[src/rtl/cpu_run_ctrl_if.sv]
// Control/observation bundle between a run controller and the bench or top-level logic.
// The slave side is the controller; the master side drives start and the CPU pc/inst taps.
interface cpu_run_ctrl_if #(
    parameter int ADDR_LEN  = 32,
    parameter int INSTR_LEN = 32,
    parameter int CNT_W     = 16
);
    logic                 start;
    logic [ADDR_LEN-1:0]  pc;
    logic [INSTR_LEN-1:0] inst;
    logic                 cpu_rst;
    logic                 busy;
    logic                 done;
    logic                 halted;
    logic                 timeout;
    logic [CNT_W-1:0]     cycle_cnt;
    logic [ADDR_LEN-1:0]  final_pc;
    logic [INSTR_LEN-1:0] final_inst;

    modport master (
        output start, pc, inst,
        input  cpu_rst, busy, done, halted, timeout, cycle_cnt, final_pc, final_inst
    );

    modport slave (
        input  start, pc, inst,
        output cpu_rst, busy, done, halted, timeout, cycle_cnt, final_pc, final_inst
    );
endinterface

[src/rtl/cpu_run_ctrl.sv]
// Run controller for a single-cycle CPU: sequences the core reset, watches pc for a
// halt loop or an exhausted cycle budget, and holds sticky completion status.
module cpu_run_ctrl #(
    parameter int ADDR_LEN    = 32,
    parameter int INSTR_LEN   = 32,
    parameter int RST_CYCLES  = 1,
    parameter int MAX_CYCLES  = 20,
    parameter int HALT_REPEAT = 4,
    parameter int CNT_W       = 16
) (
    input  logic           clk,
    input  logic           rst,
    cpu_run_ctrl_if.slave  bus
);

    localparam int RC_W = (RST_CYCLES > 1) ? $clog2(RST_CYCLES) : 1;

    typedef enum logic [1:0] {
        IDLE  = 2'd0,
        RESET = 2'd1,
        RUN   = 2'd2,
        DONE  = 2'd3
    } state_t;

    state_t               state, state_nxt;
    logic [RC_W-1:0]      rst_cnt, rst_cnt_nxt;
    logic [CNT_W-1:0]     cycle_cnt, cycle_nxt;
    logic [CNT_W-1:0]     stall_cnt, stall_nxt;
    logic [ADDR_LEN-1:0]  prev_pc, prev_pc_nxt;
    logic [ADDR_LEN-1:0]  final_pc, final_pc_nxt;
    logic [INSTR_LEN-1:0] final_inst, final_inst_nxt;
    logic                 first_run, first_run_nxt;
    logic                 halted, halted_nxt;
    logic                 timeout, timeout_nxt;
    logic                 halt_hit, budget_hit;

    function automatic logic [CNT_W-1:0] sat_inc(input logic [CNT_W-1:0] v);
        return (&v) ? v : v + CNT_W'(1);
    endfunction

    always_ff @(posedge clk or negedge rst) begin
        if (!rst) begin
            state <= IDLE;
        end else begin
            state <= state_nxt;
        end
    end

    always_comb begin
        state_nxt      = state;
        rst_cnt_nxt    = rst_cnt;
        cycle_nxt      = cycle_cnt;
        stall_nxt      = stall_cnt;
        prev_pc_nxt    = prev_pc;
        first_run_nxt  = first_run;
        halted_nxt     = halted;
        timeout_nxt    = timeout;
        final_pc_nxt   = final_pc;
        final_inst_nxt = final_inst;
        halt_hit       = 1'b0;
        budget_hit     = 1'b0;

        case (state)
            IDLE, DONE: begin
                if (bus.start) begin
                    state_nxt   = RESET;
                    rst_cnt_nxt = '0;
                    cycle_nxt   = '0;
                    stall_nxt   = '0;
                    halted_nxt  = 1'b0;
                    timeout_nxt = 1'b0;
                end
            end

            RESET: begin
                rst_cnt_nxt = rst_cnt + RC_W'(1);
                if (rst_cnt == RC_W'(RST_CYCLES - 1)) begin
                    state_nxt     = RUN;
                    first_run_nxt = 1'b1;
                end
            end

            RUN: begin
                cycle_nxt     = sat_inc(cycle_cnt);
                prev_pc_nxt   = bus.pc;
                first_run_nxt = 1'b0;
                // prev_pc is stale on the first RUN cycle, so no comparison is made there
                if (first_run) begin
                    stall_nxt = '0;
                end else if (bus.pc == prev_pc) begin
                    stall_nxt = sat_inc(stall_cnt);
                end else begin
                    stall_nxt = '0;
                end

                halt_hit   = (stall_nxt == CNT_W'(HALT_REPEAT));
                budget_hit = (cycle_nxt == CNT_W'(MAX_CYCLES));
                if (halt_hit || budget_hit) begin
                    state_nxt      = DONE;
                    halted_nxt     = halt_hit;
                    timeout_nxt    = !halt_hit;
                    final_pc_nxt   = bus.pc;
                    final_inst_nxt = bus.inst;
                end
            end

            default: state_nxt = IDLE;
        endcase
    end

    always_ff @(posedge clk or negedge rst) begin
        if (!rst) begin
            rst_cnt    <= '0;
            cycle_cnt  <= '0;
            stall_cnt  <= '0;
            prev_pc    <= '0;
            first_run  <= 1'b0;
            halted     <= 1'b0;
            timeout    <= 1'b0;
            final_pc   <= '0;
            final_inst <= '0;
        end else begin
            rst_cnt    <= rst_cnt_nxt;
            cycle_cnt  <= cycle_nxt;
            stall_cnt  <= stall_nxt;
            prev_pc    <= prev_pc_nxt;
            first_run  <= first_run_nxt;
            halted     <= halted_nxt;
            timeout    <= timeout_nxt;
            final_pc   <= final_pc_nxt;
            final_inst <= final_inst_nxt;
        end
    end

    // Decoded from state so cpu_rst rises as soon as rst drops, with no clock needed
    assign bus.cpu_rst    = (state != RUN);
    assign bus.busy       = (state == RESET) || (state == RUN);
    assign bus.done       = (state == DONE);
    assign bus.halted     = halted;
    assign bus.timeout    = timeout;
    assign bus.cycle_cnt  = cycle_cnt;
    assign bus.final_pc   = final_pc;
    assign bus.final_inst = final_inst;

endmodule

[src/flat_wrapper.sv]
// flat-port wrapper written by rule: the top's interface ports become plain ports
module cpu_run_ctrl_flat 
#(
    parameter int ADDR_LEN    = 32,
    parameter int INSTR_LEN   = 32,
    parameter int RST_CYCLES  = 1,
    parameter int MAX_CYCLES  = 20,
    parameter int HALT_REPEAT = 4,
    parameter int CNT_W       = 16
)
  (clk, rst, bus_start, bus_pc, bus_inst, bus_cpu_rst, bus_busy, bus_done, bus_halted, bus_timeout, bus_cycle_cnt, bus_final_pc, bus_final_inst);
  cpu_run_ctrl_if #(.ADDR_LEN(ADDR_LEN), .INSTR_LEN(INSTR_LEN), .CNT_W(CNT_W)) bus_i ();
  input  logic clk;
  input  logic rst;
  input wire logic [$bits(bus_i.start)-1:0] bus_start;
  input wire logic [$bits(bus_i.pc)-1:0] bus_pc;
  input wire logic [$bits(bus_i.inst)-1:0] bus_inst;
  output wire logic [$bits(bus_i.cpu_rst)-1:0] bus_cpu_rst;
  output wire logic [$bits(bus_i.busy)-1:0] bus_busy;
  output wire logic [$bits(bus_i.done)-1:0] bus_done;
  output wire logic [$bits(bus_i.halted)-1:0] bus_halted;
  output wire logic [$bits(bus_i.timeout)-1:0] bus_timeout;
  output wire logic [$bits(bus_i.cycle_cnt)-1:0] bus_cycle_cnt;
  output wire logic [$bits(bus_i.final_pc)-1:0] bus_final_pc;
  output wire logic [$bits(bus_i.final_inst)-1:0] bus_final_inst;
  assign bus_i.start = bus_start;
  assign bus_i.pc = bus_pc;
  assign bus_i.inst = bus_inst;
  assign bus_cpu_rst = bus_i.cpu_rst;
  assign bus_busy = bus_i.busy;
  assign bus_done = bus_i.done;
  assign bus_halted = bus_i.halted;
  assign bus_timeout = bus_i.timeout;
  assign bus_cycle_cnt = bus_i.cycle_cnt;
  assign bus_final_pc = bus_i.final_pc;
  assign bus_final_inst = bus_i.final_inst;
  cpu_run_ctrl #(.ADDR_LEN(ADDR_LEN), .INSTR_LEN(INSTR_LEN), .RST_CYCLES(RST_CYCLES), .MAX_CYCLES(MAX_CYCLES), .HALT_REPEAT(HALT_REPEAT), .CNT_W(CNT_W)) u_core (.clk(clk), .rst(rst), .bus(bus_i));
endmodule
[config.mk]
export PLATFORM = sky130hd
export DESIGN_NAME = cpu_run_ctrl_flat
export DESIGN_NICKNAME = d
export VERILOG_FILES = /design/src/rtl/cpu_run_ctrl_if.sv /design/src/rtl/cpu_run_ctrl.sv /design/src/flat_wrapper.sv
export SDC_FILE = /design/constraint.sdc
export NUM_CORES = 1
export LEC_CHECK = 0
export CORE_UTILIZATION = 45
export CTS_CLUSTER_DIAMETER = 40
export DETAILED_ROUTE_END_ITERATION = 12
export GPL_TIMING_DRIVEN = 0
export MAX_ROUTING_LAYER = met4
export PLACE_DENSITY = 0.76
export SLEW_MARGIN = 20
export SYNTH_ARGS = -nofsm -noshare
export SYNTH_HDL_FRONTEND = slang
export SYNTH_SLANG_ARGS = --single-unit
[constraint.sdc]
create_clock -name clk -period 6.4 [get_ports clk]
set_clock_uncertainty 0.15 [all_clocks]
set_input_delay 1.28 -clock clk [delete_from_list [all_inputs] [get_ports clk]]
set_output_delay 1.28 -clock clk [all_outputs]
set_load 0.02 [all_outputs]
==> flow_summary.json, run 1 <==
{
  "ys_warn_count": 0,
  "drcViolationCount": 0,
  "worst_path_max_delay_cell": "clkdlybuf4s50_1",
  "power_density_nw_per_um2": 305,
  "ys_seq_area_share_pct": 48.6,
  "finalHoldViolations": 0,
  "diodes": 0,
  "cts_root_buf": "clkbuf_16",
  "postCtsResizedCells": 0,
  "dpl.hpwl_mm": 12.0,
  "synth_top_family_by_area": "multiplexers",
  "ir_drop_v": 0.000213,
  "grt_util_all_layers_pct": 23.7,
  "die_x_um": 126,
  "yosys.area_share.adder_pct": 1.09,
  "synth-xor-area-share_pct": 5.08,
  "setup_viol": 0,
  "whs_ns": 0.357,
  "die-height_um": 126,
  "maxCapViolations": 0,
  "dp.cells": 920,
  "avgSynthCellArea_um2": 11.8,
  "grt_pass1_wl_mm": 28.7,
  "period_needed_ns": 4.03,
  "synth_edf_count": 0,
  "vias_per_cell": 5.59,
  "clk_pin_slew_ns": 0.06,
  "area_delta_synth_final_pct": 34.8,
  "cpPeakStageDelay_ns": 0.58,
  "slew_headroom_pct": 28.0,
  "place_congestion": 0.932,
  "yosys.cell_types.count": 62,
  "cts_setup_buffers": 0,
  "overflow": 0,
  "drive_above_1_share_pct": 20.5,
  "startpoint_type": "primary input",
  "io_buffers": 150,
  "synth-simple-area-share_pct": 11.6,
  "p_leak_nw": 4.09,
  "rsz0062_at_grt": "no",
  "core_um2": 14800,
  "cts_htree_levels": 4,
  "wl_mm": 17.1,
  "timing.reg2reg.worst_path_depth": 9,
  "final_antenna_net_count": 0,
  "die_area_um2": 15800,
  "grt_max_degree": 73,
  "antenna_found_initial": 0,
  "worst-path-stages": 11,
  "crit_type": "in -> reg",
  "max_freq_ghz": 0.248,
  "path_cells": "clkdlybuf4s50_1 > xnor2_1 > nand4_1 > nor3_1 > nand3_1 > nor3_2 > and3_1 > buf_6 > o21ai_4 > buf_8 > mux2_4",
  "status": "completed",
  "syn_nets": 658,
  "synth-compound-area-share_pct": 10.1,
  "worst_pin_slew_ns": 1.07,
  "crit_arrival_ns": 4.18,
  "cts_tree": "done",
  "grt_pass1_vias": 5477,
  "ys_ff_latch": 134,
  "cts_buffer_depth": 2,
  "vias": 5318,
  "worstPathRequired_ns": 6.55,
  "drt_iter0_drc": 325,
  "timing.final.crit_share_pct": 63.0,
  "clock_sinks": 134,
  "wl_per_cell_um": 18.0,
  "start_util_pct": 46.7,
  "path_max_fanout": 10,
  "hold_depth": 1,
  "holdBufCountCts": 0,
  "synth_flop_cell": "dfrtp_1",
  "hold_class": "reg -> reg",
  "critPathTopFamily": "simple AND/OR/NAND/NOR gates",
  "fin_cells": 951,
  "nets": 828,
  "cts_buffers": 17,
  "synthArstFlopShare_pct": 100,
  "drtPass1Iterations": 5,
  "rows": 44,
  "path_buf_inv": 3,
  "end_kind": "flip-flop",
  "synth_cells": 585,
  "muxShareOfSynthArea_pct": 19.6,
  "boundaryPins": 152,
  "drv_slew": 0,
  "syn_area_um2": 6900,
  "clkLatencyLatePin_ns": 0.42
}
## synthesized netlist by cell type, types with 9 or more instances
master / n / share of area (%)
a21oi_1: 38 / 2.8
a31oi_1: 12 / 1.1
clkbuf_1: 9 / 0.49
dfrtp_1: 134 / 49
inv_1: 15 / 0.82
mux2_2: 38 / 6.2
mux2_4: 60 / 13
nand2_1: 25 / 1.4
nand3_1: 17 / 1.2
nand4_1: 21 / 1.9
nor2_1: 30 / 1.6
nor3_1: 20 / 1.5
nor4_1: 9 / 0.82
o21ai_0: 19 / 1.4
xnor2_1: 37 / 4.7
## worst reg2reg max path, delay by kind of cell (launching register included)
family                     cells  cell delay [ns]
AOI/OAI and AO/OA              2             1.00
adders and majority gates      1             0.33
buffers and inverters          1             0.23
DFF                            1             0.50
muxes                          1             0.30
and+or+nand+nor                4             1.32
## cell type report
| cell class | count | area, µm² |
|---|---|---|
| plain buffers | 30 | 209 |
| clock buffers | 18 | 439 |
| clock inverters | 13 | 196 |
| fillers | 1105 | 5460 |
| inverters | 16 | 60.1 |
| multi-input cells | 405 | 3270 |
| flip-flops and latches | 134 | 3350 |
| well taps | 184 | 230 |
| repair buffers | 151 | 1530 |
## placed cells by master, fill, tap and decap left out, types with 3 or more instances in the layout
cell type,n
a21o_1,3
a21oi_1,38
a31oi_1,12
and3_1,6
and4_1,4
buf_1,3
buf_2,7
buf_4,3
buf_8,7
bufinv_16,4
clkbuf_1,9
clkbuf_16,17
clkdlybuf4s50_1,149
clkinv_4,4
dfrtp_1,134
ha_1,6
inv_1,15
inv_6,3
mux2_2,38
mux2_4,60
nand2_1,25
nand3_1,17
nand4_1,21
nor2_1,30
nor3_1,20
nor3b_1,3
nor4_1,9
o211ai_1,3
o21ai_0,19
o31ai_1,6
xnor2_1,37
xor2_1,3
## where the power goes
group	internal, W	switching [W]	total (W)
logic	0.000344	0.000380	0.000724
clock network	0.000666	0.000384	0.00105
registers	0.000971	0.0000939	0.00107
total	0.00198	0.000858	0.00284
## cells by family (layout without fill, tap and decap cells)
logic type | count (synthesis) | in the layout
AOI/OAI and AO/OA | 109 | 109
DFF | 134 | 134
muxes | 100 | 100
and+or+nand+nor | 150 | 150
xor gates and xnor gates | 40 | 40
adders and majority gates | 6 | 6
buffers and inverters | 46 | 228
## per-stage QoR
step                util [%]  total power [W]  setup TNS [ns]  setup slack [ns]  cell area, µm²
CTS                     63.0          0.00286               0              2.33            9300
detailed placement      58.7          0.00180               0              1.91            8660
floorplan                  -          0.00154               0              3.03            6900
global route            63.0          0.00298               0              2.16            9300
finish                  63.0          0.00284               0              2.37            9300
global placement        58.5          0.00177         -179.04             -1.34            8630
## state kept, by name (all words and copies together) (netlist names)
name / flops
u_core.bus.final_inst: 32
u_core.bus.final_pc: 32
u_core.prev_pc: 32
u_core.bus.cycle_cnt: 16
u_core.stall_cnt: 16
u_core.state: 2
u_core.bus.halted: 1
u_core.bus.timeout: 1
u_core.first_run: 1
u_core.rst_cnt: 1
## layer usage
layer  vias to the layer above  global-route usage [%]  part of all wire (%)
met1                      2608                    30.4                    46
met2                       199                    36.7                    46
li1                       2481                       -                     -
met5                         -                       -                     0
met3                        30                    5.61                   5.7
met4                         0                    9.00                   2.0
## final timing paths
kind	start	end	slack, ns
worst min register to register	u_core.bus.final_pc[5]$_DFFE_PN0P_	u_core.bus.final_pc[5]$_DFFE_PN0P_	0.36
min in group asynchronous	rst	u_core.bus.final_pc[18]$_DFFE_PN0P_	0.66
worst min-delay path	u_core.bus.final_pc[5]$_DFFE_PN0P_	u_core.bus.final_pc[5]$_DFFE_PN0P_	0.36
worst max register to register	u_core.bus.cycle_cnt[1]$_DFFE_PN0P_	u_core.bus.final_inst[0]$_DFFE_PN0P_	2.45
worst max-delay path	bus_pc[12]	u_core.bus.final_inst[0]$_DFFE_PN0P_	2.37
max in group asynchronous	rst	u_core.bus.cycle_cnt[12]$_DFFE_PN0P_	4.73
Note: power is estimated with default switching activity, not from simulation.
==> run 2, diff against run 1 <==
Clock period 6.4 ns to 3.94 ns, I/O delays scaled along.
==> run 2 against run 1 <==
Compared with the run above:
- cell count rose by 0.21%
- critical endpoint unchanged
- highest routed layer unchanged
- total power rose by 63%
- cell area grew 0.42%
- critical path type is now reg -> reg
- first-iteration DRC count is 12% higher
- worst setup slack worse by 2.1 ns
==> flow_summary.json, run 2 (same netlist as run 1, synthesis figures left out) <==
{
  "grt_pass1_vias": 5477,
  "boundaryPins": 152,
  "design_area_um2": 9330,
  "rsz0062_at_grt": "no",
  "holdBufCountCts": 0,
  "grt_max_degree": 73,
  "drv_slew": 0,
  "max_freq_ghz": 0.273,
  "io_buffers": 150,
  "drcViolationCount": 0,
  "clock_sinks": 134,
  "nets": 830,
  "path_buf_inv": 2,
  "power_density_nw_per_um2": 494,
  "drt_iter0_drc": 365,
  "cts_htree_levels": 4,
  "cts_buffer_depth": 2,
  "timing.final.crit_share_pct": 92.8,
  "worst_pin_slew_ns": 1.07,
  "vias_per_cell": 5.56,
  "overflow": 0,
  "grt_util_all_layers_pct": 23.7,
  "setup_viol": 0,
  "cts_tree": "done",
  "start_util_pct": 46.7,
  "top_regs": "u_core.bus.final_inst x32, u_core.bus.final_pc x32, u_core.prev_pc x32",
  "grt_pass1_wl_mm": 28.7,
  "postPlaceCellArea_um2": 8660,
  "final_cell_mix": "clkdlybuf4s50_1 (149), dfrtp_1 (134), mux2_4 (60), a21oi_1 (38), mux2_2 (38)",
  "startpoint_type": "flip-flop",
  "end_kind": "flip-flop",
  "cpPeakStageDelay_ns": 0.51,
  "worst_path_max_delay_cell": "dfrtp_1",
  "cpMostUsedCell": "nand3_1",
  "p_total_w": 0.00461,
  "period_needed_ns": 3.66,
  "die-height_um": 126,
  "path_max_fanout": 10,
  "crit_arrival_ns": 3.81,
  "crit_type": "reg -> reg",
  "final_antenna_net_count": 0,
  "vias": 5300,
  "place_congestion": 0.932,
  "final_util_pct": 63.3,
  "status": "completed",
  "worst_slack_ns": 0.282,
  "wl_mm": 17.1,
  "core_um2": 14800,
  "rows": 44,
  "layout_commonest_cell": "clkdlybuf4s50_1",
  "fin_tns_setup_ns": 0,
  "maxCapViolations": 0,
  "hold_class": "in -> async",
  "path_cells": "ha_1 > nand3_1 > nor4_1 > nand3_1 > a2111oi_2 > and4_1 > o21ai_4 > buf_12 > buf_8 > mux2_4",
  "worstPathRequired_ns": 4.09,
  "area_delta_synth_final_pct": 35.4,
  "wl_per_cell_um": 18.0,
  "die_area_um2": 15800,
  "drive_above_1_share_pct": 20.9,
  "antenna_found_initial": 0,
  "dpl.hpwl_mm": 12.0,
  "post-place-ws_ns": -0.0569,
  "diodes": 0,
  "finalHoldViolations": 0,
  "cts_root_buf": "clkbuf_16",
  "clk_pin_slew_ns": 0.06,
  "cts_buffers": 17,
  "p_leak_nw": 4.10,
  "clkLatencyLatePin_ns": 0.42,
  "drtPass1Iterations": 5,
  "critPathTopFamily": "simple AND/OR/NAND/NOR gates",
  "die_x_um": 126,
  "slew_headroom_pct": 27.8,
  "ir_drop_v": 0.000345
}
run 2: cell types whose count changed in the layout (fill, tap and decap cells not counted), sizes merged:
| cell | delta |
|---|---|
| buf | +2 |
run 2: per-layer routing:
metal	vias up	global-route usage, %	routed length [µm]	share of wire (%)
met5	-	-	0	0
li1	2491	-	-	-
met4	0	9.00	287	1.7
met1	2598	30.4	7860	46
met3	26	5.61	934	5.5
met2	185	36.7	8040	47
run 2: path summary, 6_finish.rpt:
path	start	to	slack [ns]	cells after the start
max in group asynchronous	rst	u_core.bus.cycle_cnt[12]$_DFFE_PN0P_	2.77	2
setup reg to reg	u_core.bus.cycle_cnt[1]$_DFFE_PN0P_	u_core.bus.final_inst[0]$_DFFE_PN0P_	0.28	10
hold / removal	rst	u_core.bus.final_pc[18]$_DFFE_PN0P_	0.16	1
min in group clk	u_core.bus.final_inst[13]$_DFFE_PN0P_	u_core.bus.final_inst[13]$_DFFE_PN0P_	0.36	1
hold reg to reg	u_core.bus.final_inst[13]$_DFFE_PN0P_	u_core.bus.final_inst[13]$_DFFE_PN0P_	0.36	1
setup / recovery	u_core.bus.cycle_cnt[1]$_DFFE_PN0P_	u_core.bus.final_inst[0]$_DFFE_PN0P_	0.28	10
run 2: power breakdown:
group | switching, W | total [W] | leakage, nW | internal (W)
logic | 0.000619 | 0.00118 | 2.01 | 0.000558
clock network | 0.000625 | 0.00171 | 0.304 | 0.00108
registers | 0.000153 | 0.00173 | 1.79 | 0.00158
total | 0.00140 | 0.00461 | 4.10 | 0.00322
run 2: area by class of cell:
| cell class | count | area, µm² |
|---|---|---|
| Sequential cell | 134 | 3350 |
| Clock inverter | 13 | 196 |
| Timing Repair Buffer | 153 | 1560 |
| Fill cell | 1102 | 5420 |
| Multi-Input combinational cell | 405 | 3280 |
| Buffer | 30 | 209 |
| Tap cell | 184 | 230 |
| Clock buffer | 18 | 439 |
| Inverter | 16 | 60.1 |
run 2: stage by stage:
| stage | instances | hold WS, ns |
|---|---|---|
| after floorplan | 585 | 0.342 |
| after global placement | 919 | 0.339 |
| after detailed placement | 920 | 0.340 |
| after CTS | 951 | 0.180 |
| after global routing | 953 | 0.202 |
| final | 953 | 0.156 |
run 2: repair_timing:
action,CTS,global route
endpoints found under the hold margin,0,0
endpoints found under the setup margin,0,64
buffers inserted,0,2
resized for setup,0,3
==> run 3, diff against run 2 <==
Settings changed: MAX_ROUTING_LAYER met4 to not set.
==> run 3 against run 2 <==
Compared with the run above:
- combinational power about the same
- utilization shrank 0.15 points
- largest power group unchanged
- critical path depth did not move
- global-route usage fell by 1.4 points
- cell count increased by 0.10%
- cell area down 0.24%
- maximum frequency down 0.70%
==> flow_summary.json, run 3 (same netlist as run 1, synthesis figures left out) <==
{
  "ff_latch_area_um2": 3350,
  "p_int_w": 0.00317,
  "cts_buffer_depth": 2,
  "overflow": 0,
  "ir_drop_v": 0.000316,
  "boundaryPins": 152,
  "drtPass1Iterations": 5,
  "grt_util_all_layers_pct": 22.4,
  "final_antenna_net_count": 0,
  "crit_type": "reg -> reg",
  "io_buffers": 150,
  "wl_mm": 17.2,
  "final_cell_mix": "clkdlybuf4s50_1 (149), dfrtp_1 (134), mux2_4 (60), a21oi_1 (38), mux2_2 (38)",
  "layout_commonest_cell": "clkdlybuf4s50_1",
  "p_total_w": 0.00454,
  "path_buf_inv": 2,
  "drcViolationCount": 0,
  "timing.reg2reg.worst_path_depth": 10,
  "path_max_fanout": 10,
  "antenna_found_initial": 0,
  "path_cells": "ha_1 > nand3_1 > nor4_1 > nand3_1 > a2111oi_1 > and4_1 > o21ai_4 > buf_12 > buf_8 > mux2_4",
  "vias": 5361,
  "cpPeakStageDelay_ns": 0.61,
  "nets": 830,
  "startpoint_type": "flip-flop",
  "clock_sinks": 134,
  "wl_per_cell_um": 18.0,
  "max_freq_ghz": 0.271,
  "place_congestion": 0.932,
  "clk_pin_slew_ns": 0.06,
  "critPathTopFamily": "simple AND/OR/NAND/NOR gates",
  "die-height_um": 126,
  "status": "completed",
  "slew_headroom_pct": 28.5,
  "grt_pass1_vias": 5325,
  "whs_ns": 0.148,
  "top_regs": "u_core.bus.final_inst x32, u_core.bus.final_pc x32, u_core.prev_pc x32",
  "swShare_pct": 30.1,
  "power_frac_clock_pct": 36.5,
  "cts_tree": "done",
  "drv_slew": 0,
  "cts_htree_levels": 4,
  "start_util_pct": 46.7,
  "clkLatencyLatePin_ns": 0.41,
  "fillers": 1134,
  "cpMostUsedCell": "nand3_1",
  "crit_arrival_ns": 3.83,
  "switchingPower_w": 0.00137,
  "core_um2": 14800,
  "rows": 44,
  "worst_path_max_delay_cell": "a2111oi_1",
  "area_delta_synth_final_pct": 35.0,
  "hold_class": "in -> async",
  "holdBufCountCts": 0,
  "vias_per_cell": 5.62,
  "power_density_nw_per_um2": 487,
  "cts_root_buf": "clkbuf_16",
  "timing.final.crit_share_pct": 93.5,
  "drive_above_1_share_pct": 20.8,
  "end_kind": "flip-flop",
  "drt_iter0_drc": 349,
  "multi_input_area_um2": 3270,
  "die_x_um": 126,
  "combPwrFrac_pct": 25.5,
  "worst-path-stages": 10,
  "period_needed_ns": 3.68,
  "dpl.hpwl_mm": 11.9,
  "grt_max_degree": 73,
  "power_frac_seq_pct": 38.0,
  "maxCapViolations": 0,
  "diodes": 0,
  "p_leak_nw": 4.10,
  "die_area_um2": 15800,
  "cts_buffers": 17,
  "setup_viol": 0,
  "worstPathRequired_ns": 4.09,
  "grt_pass1_wl_mm": 27.8,
  "rsz0062_at_grt": "no",
  "worst_pin_slew_ns": 1.06,
  "finalHoldViolations": 0
}
run 3: changes by cell type in the layout (fill, tap and decap cells not counted), sizes merged:
cell	change
bufinv	-1
clkinvlp	+1
clkbuf	+1
run 3: power groups by stage:
stage | Clock [W] | Sequential [W] | Combinational, W
finish | 0.00166 | 0.00173 | 0.00116
global route | 0.00175 | 0.00176 | 0.00126
CTS | 0.00168 | 0.00173 | 0.00116
detailed placement | 0 | 0.00175 | 0.00116
global placement | 0 | 0.00173 | 0.00113
floorplan | 0 | 0.00173 | 0.000776
run 3: repair_timing:
item | CTS | global route
resized for setup | 0 | 1
buffers inserted | 0 | 2
endpoints found under the setup margin | 0 | 61
run 3: per-layer routing:
layer  routed length (µm)  global-route usage, %  vias up
li1                     -                      -     2485
met1                 7720                   29.3     2646
met2                 8180                   36.2      214
met3                 1130                   6.88       16
met4                  127                   5.46        0
met5                    0                      0        -
run 3: stage by stage:
| stage | std cells | cell area, µm² | TNS [ns] | setup slack (ns) | util (%) |
|---|---|---|---|---|---|
| after floorplan | 585 | 6900 | 0 | 0.689 | - |
| after global placement | 919 | 8630 | -437.39 | -3.27 | 58.5 |
| after CTS | 952 | 9280 | 0 | 0.132 | 62.9 |
| final | 954 | 9310 | 0 | 0.256 | 63.1 |
| after global routing | 954 | 9310 | 0 | 0.0791 | 63.1 |
| after detailed placement | 920 | 8660 | 0 | 0.0766 | 58.7 |
run 3: final cells by class:
type | instances | share of cell area, %
tap | 184 | 2.47
inverter | 16 | 0.645
timing repair buffer | 153 | 16.8
multi-input combinational | 405 | 35.2
clock inverter | 13 | 1.83
sequential | 134 | 36.0
buffer | 30 | 2.24
clock buffer | 19 | 4.86
run 3: worst paths after layout:
| check | start | to | slack, ns |
|---|---|---|---|
| max in group asynchronous | rst | u_core.prev_pc[6]$_DFFE_PN0P_ | 2.76 |
| setup reg to reg | u_core.bus.cycle_cnt[1]$_DFFE_PN0P_ | u_core.bus.final_pc[18]$_DFFE_PN0P_ | 0.26 |
| hold / removal | rst | u_core.prev_pc[11]$_DFFE_PN0P_ | 0.15 |
| min in group clk | u_core.bus.final_inst[13]$_DFFE_PN0P_ | u_core.bus.final_inst[13]$_DFFE_PN0P_ | 0.36 |
| setup / recovery | u_core.bus.cycle_cnt[1]$_DFFE_PN0P_ | u_core.bus.final_pc[18]$_DFFE_PN0P_ | 0.26 |
| hold reg to reg | u_core.bus.final_inst[13]$_DFFE_PN0P_ | u_core.bus.final_inst[13]$_DFFE_PN0P_ | 0.36 |
